===== config.mk =====
export PLATFORM = sky130hd
export DESIGN_NAME = rs_fifo
export DESIGN_NICKNAME = d
export VERILOG_FILES = /design/src/rtl/rs_fifo.sv
export SDC_FILE = /design/constraint.sdc
export NUM_CORES = 1
export LEC_CHECK = 0
export CAP_MARGIN = 25
export CORE_UTILIZATION = 35
export DETAILED_ROUTE_END_ITERATION = 8
export PLACE_DENSITY_LB_ADDON = 0.2
export SLEW_MARGIN = 15
export SYNTH_ARGS = -nofsm -noshare
export SYNTH_HDL_FRONTEND = slang
export SYNTH_SLANG_ARGS = --single-unit

===== constraint.sdc =====
create_clock -name clk -period 12.35 [get_ports clk]
set_input_delay 3.705 -clock clk [delete_from_list [all_inputs] [get_ports clk]]
set_output_delay 3.705 -clock clk [all_outputs]
set_load 0.05 [all_outputs]

===== src/rtl/rs_fifo.sv =====
`default_nettype none
// +--------------------------------------------------------------------------+
// | rs_fifo : parametrised synchronous FIFO for the processor/RS232 path     |
// | with full flag, fill level, sticky errors and synchronous flush.         |
// | Optional: RS_FIFO_SHOWAHEAD_EN selects zero-latency show-ahead reads.    |
// | Revision: 1.0                                                            |
// +--------------------------------------------------------------------------+
module rs_fifo #(
  parameter int DATA_W = 8,
  parameter int ADDR_W = 4
) (
  input  logic              clk,
  input  logic              reset,
  input  logic [DATA_W-1:0] data,
  input  logic              wrreq,
  input  logic              rdreq,
  input  logic              clear,
  output logic [DATA_W-1:0] q,
  output logic              empty,
  output logic              full,
  output logic [ADDR_W:0]   usedw,
  output logic              overflow,
  output logic              underflow
);

  localparam int              c_depth_int = 2 ** ADDR_W;
  localparam logic [ADDR_W:0] c_depth     = {1'b1, {ADDR_W{1'b0}}};
  localparam logic [ADDR_W:0] c_cnt_one   = (ADDR_W+1)'(1);
  localparam logic [ADDR_W-1:0] c_ptr_one = ADDR_W'(1);

  logic [DATA_W-1:0] r_mem [c_depth_int];
  logic [ADDR_W-1:0] r_wptr;
  logic [ADDR_W-1:0] r_rptr;
  logic [ADDR_W:0]   r_usedw;
  logic              r_empty;
  logic              r_full;
  logic              r_overflow;
  logic              r_underflow;

  logic              w_rd_acc;
  logic              w_wr_acc;
  logic              w_wr_drop;
  logic              w_rd_drop;
  logic [ADDR_W:0]   w_usedw_nxt;

  // A write into a full FIFO is still accepted when the same cycle pops a word.
  always_comb begin
    w_rd_acc  = rdreq & ~r_empty;
    w_wr_acc  = wrreq & (~r_full | w_rd_acc);
    w_wr_drop = wrreq & ~w_wr_acc;
    w_rd_drop = rdreq & r_empty;
    w_usedw_nxt = r_usedw;
    if (clear) begin
      w_usedw_nxt = '0;
    end else begin
      case ({w_wr_acc, w_rd_acc})
        2'b10:   w_usedw_nxt = r_usedw + c_cnt_one;
        2'b01:   w_usedw_nxt = r_usedw - c_cnt_one;
        default: w_usedw_nxt = r_usedw;
      endcase
    end
  end

  always_ff @(posedge clk or posedge reset) begin
    if (reset) begin
      for (int i = 0; i < c_depth_int; i++) r_mem[i] <= '0;
    end else if (w_wr_acc && !clear) begin
      r_mem[r_wptr] <= data;
    end
  end

  always_ff @(posedge clk or posedge reset) begin
    if (reset) begin
      r_wptr      <= '0;
      r_rptr      <= '0;
      r_usedw     <= '0;
      r_empty     <= 1'b1;
      r_full      <= 1'b0;
      r_overflow  <= 1'b0;
      r_underflow <= 1'b0;
    end else begin
      r_usedw <= w_usedw_nxt;
      r_empty <= (w_usedw_nxt == '0);
      r_full  <= (w_usedw_nxt == c_depth);
      if (clear) begin
        r_wptr      <= '0;
        r_rptr      <= '0;
        r_overflow  <= 1'b0;
        r_underflow <= 1'b0;
      end else begin
        if (w_wr_acc)  r_wptr      <= r_wptr + c_ptr_one;
        if (w_rd_acc)  r_rptr      <= r_rptr + c_ptr_one;
        if (w_wr_drop) r_overflow  <= 1'b1;
        if (w_rd_drop) r_underflow <= 1'b1;
      end
    end
  end

`ifdef RS_FIFO_SHOWAHEAD_EN
  // Head word is presented directly; when empty it shows a stale but stable slot.
  assign q = r_mem[r_rptr];
`else
  logic [DATA_W-1:0] r_q;

  always_ff @(posedge clk or posedge reset) begin
    if (reset) begin
      r_q <= '0;
    end else if (w_rd_acc && !clear) begin
      r_q <= r_mem[r_rptr];
    end
  end

  assign q = r_q;
`endif

  assign empty     = r_empty;
  assign full      = r_full;
  assign usedw     = r_usedw;
  assign overflow  = r_overflow;
  assign underflow = r_underflow;

endmodule
`default_nettype wire


==> impl_metrics.tcl <==
set metrics [dict create \
    worstHoldEndpoint "r_mem[56]$_DFFE_PP0P_" \
    cp.arrival_ns 6.67 \
    synth_area_um2 7083 \
    cts_buffer_depth 2 \
    cts_hold_buf 0 \
    met2_length_mm 7.309 \
    cts_tree "built" \
    slowest_delay_ns 0.52 \
    syn_inst 475 \
    nNetsFinal 518 \
    n_antenna_cell 0 \
    post-place-ws_ns 5.545 \
    ant_nets 0 \
    hold_viol 0 \
    r2r_cells 11 \
    cpLargestDelayFamily "compound AO/OA/AOI/OAI gates" \
    holdCritPathClass "reg2reg" \
    cts_setup_buffers 0 \
    pwr-share-seq_pct 42.1 \
    critical_path_class "in2reg" \
    std_cell_rows 51 \
    reg2reg_to "full$_DFF_PP0_" \
    grt_pass1_wl_mm 24.46 \
    p_clk_share_pct 35.6 \
    path_clk_slew_ns 0.06 \
    finalCritPeriodShare_pct 51.57 \
    cp_slowest_cell "clkdlybuf4s50_1" \
    die_y_um 144.3 \
    place.gp.congestion 0.8353 \
    drt_iter0_drc 161 \
    max_freq_mhz 157.0 \
    slew_viol_final 0 \
    synthToLayoutAreaGrowth_pct 16.20 \
    intPower_mw 1.016 \
    synth_top_area_cell "dfrtp_1" \
    leakage_nw 3.768 \
    crit_chain "clkdlybuf4s50_1 -> nand2b_4 -> a21boi_4 -> inv_2 -> ha_1 -> xor2_1 -> ha_1 -> nor3b_1 -> a2111oi_0 -> o21bai_1 -> xor2_1 -> nor4b_1" \
    grt_pass1_vias 4311 \
    min_path_cells 1 \
    ys_types 40 \
    ios 30 \
    dp.final_hpwl_mm 9.645 \
    synth_seq_area_share_pct 54.07 \
    fin_setup_tns_ns 0 \
    yosysWarnings 0 \
    powerDensity_nw_per_um2 177.1 \
    yosysMostFrequentCell "dfrtp_1" \
    finClkSkew_ns 0.007677 \
    top_layer "met4" \
    yosys-top-cells-area "dfrtp_1 (54%), mux2_2 (17%), mux4_2 (10%)" \
    drc 0 \
    worst_setup_path_start_kind "input port" \
    comb_power_share_pct 22.4 \
    rsz0062_at_grt "no" \
    relSlewSlack_pct 38.30 \
    cts_max_level 4 \
    synth_nets 496 \
    met3_length_um 443 \
    async_reset_ff_share_pct 100.0 \
    postSynthAreaPerCell_um2 14.91 \
    cts_sinks 153 \
    power_switching_mw 0.4416 \
    grt-ovfl-total 0 \
    period_minus_slack_ns 6.369 \
    reg2reg_slack_ns 9.35 \
    cts_made_buffers 17 \
    critPathBufInv 2 \
    post_cts_resized 0 \
    dieArea_um2 20810 \
    crit_path_max_fanout 10 \
    tightest_slew_ns 0.9226 \
    initial_core_util_pct 36.04 \
    hp-start "r_mem[56]$_DFFE_PP0P_" \
    crit_path_end_kind "flip-flop" \
    setup_viol 0 \
    yosys_register_bits 153 \
    wl_per_cell_um 19.55 \
    die_w_um 144.3 \
    antenna_found_initial 0 \
    synth_top_cell_area_share_pct 53.70 \
    switching_share_pct 30.29 \
    status "completed" \
    grt_use_total_pct 16.30 \
    synthFlopType "dfrtp_1" \
    worst-endpoint-required_ns 12.65 \
    timing.rr.start "empty$_DFF_PP1_" \
    synthTopCellsByCount "dfrtp_1 (152), mux2_2 (109), mux4_2 (32)" \
    vias 3987 \
    cap_violations 0 \
    dr.pass1.iters 4 \
    drive_gt1_share_pct 37.06 \
    clockRootBuffer "clkbuf_16" \
    drt-total-wl_mm 15.16 \
    portBuffers 29 \
    setup_ws_ns 5.981 \
    max-vdd-ir-drop_mv 0.1250 \
    synth_edf_count 0 \
    grt_max_degree 100 \
    routed_via_density 5.145 \
    insertion_delay_ns 0.43 \
    core_area_um2 19650 \
    met1Wirelength_mm 7.209 \
]
[registers in the layout, indices dropped and copies added, names as in the netlist]
signal / count
r_rptr: 4
underflow: 1
r_mem: 128
q: 8
usedw: 5
full: 1
overflow: 1
empty: 1
r_wptr: 4
[layout make-up]
| class | instances | area [um^2] |
|---|---|---|
| clock inverter | 13 | 143.9 |
| sequential | 153 | 3831 |
| inverter | 6 | 27.53 |
| fill | 1820 | 11420 |
| clock buffer | 19 | 442.9 |
| timing repair buffer | 33 | 340.3 |
| tap | 265 | 331.6 |
| multi-input combinational | 286 | 3113 |
[metrics by stage]
step | power [mW] | utilization (%) | instance area (um^2) | hold slack (ns) | cells
global route | 1.528 | 41.88 | 8230 | 0.5033 | 775
detailed placement | 0.9526 | 38.89 | 7644 | 0.4768 | 743
global placement | 0.9452 | 38.75 | 7616 | 0.4689 | 742
finish | 1.458 | 41.88 | 8230 | 0.4867 | 775
floorplan | 0.8518 | - | 7083 | 0.4587 | 475
CTS | 1.479 | 41.88 | 8230 | 0.4912 | 775
[cells by family after synthesis]
| group | Yosys count | synth area share (%) |
|---|---|---|
| mux | 178 | 33.21 |
| flops | 153 | 54.07 |
| simple gates | 66 | 5.264 |
| buf+inv | 36 | 1.978 |
| compound gates | 23 | 2.703 |
| xor+xnor | 11 | 1.360 |
| fa+ha+maj | 8 | 1.413 |
[routing by layer]
metal / vias to the layer above / GRT usage (%)
li1: 1796 / -
met2: 65 / 26.42
met4: 0 / 5.817
met5: - / 0
met1: 2109 / 21.55
met3: 17 / 3.477
[placed cells by master (no fill, tap or decap), types with 2 or more instances in the layout]
cell type,count
o21bai_1,2
a211oi_1,3
a21oi_1,5
nor2b_1,3
nand2_2,3
a221o_1,8
buf_4,3
mux2_1,27
inv_6,5
clkinvlp_4,4
clkdlybuf4s50_1,29
nand2_1,17
nand4_1,3
ha_1,8
clkbuf_16,17
clkinv_2,2
nor3_1,9
dfrtp_1,151
mux4_2,32
nand2b_1,3
xor2_1,8
xnor2_1,3
and4b_1,2
mux2i_1,10
mux2_2,109
inv_1,4
bufinv_16,2
nor2_1,17
[power groups by stage]
stage          clock network (mW)  registers [mW]  logic, mW
3_3_place_gp                    0           0.620      0.325
6_report                    0.518           0.613      0.326
5_1_grt                     0.552           0.623      0.353
2_1_floorplan                   0           0.673      0.178
4_1_cts                     0.534           0.614      0.331
3_5_place_dp                    0           0.622      0.330
[how the worst max path moves through the flow]
stage                     start              to  cells past startpoint
after CTS                 rdreq  full$_DFF_PP0_                     12
final                     rdreq  full$_DFF_PP0_                     12
after global placement    rdreq  full$_DFF_PP0_                     12
after detailed placement  rdreq  full$_DFF_PP0_                     12
after global routing      rdreq  full$_DFF_PP0_                     12
after floorplan           reset  full$_DFF_PP0_                      1
Power figures use the tool's default switching activity.
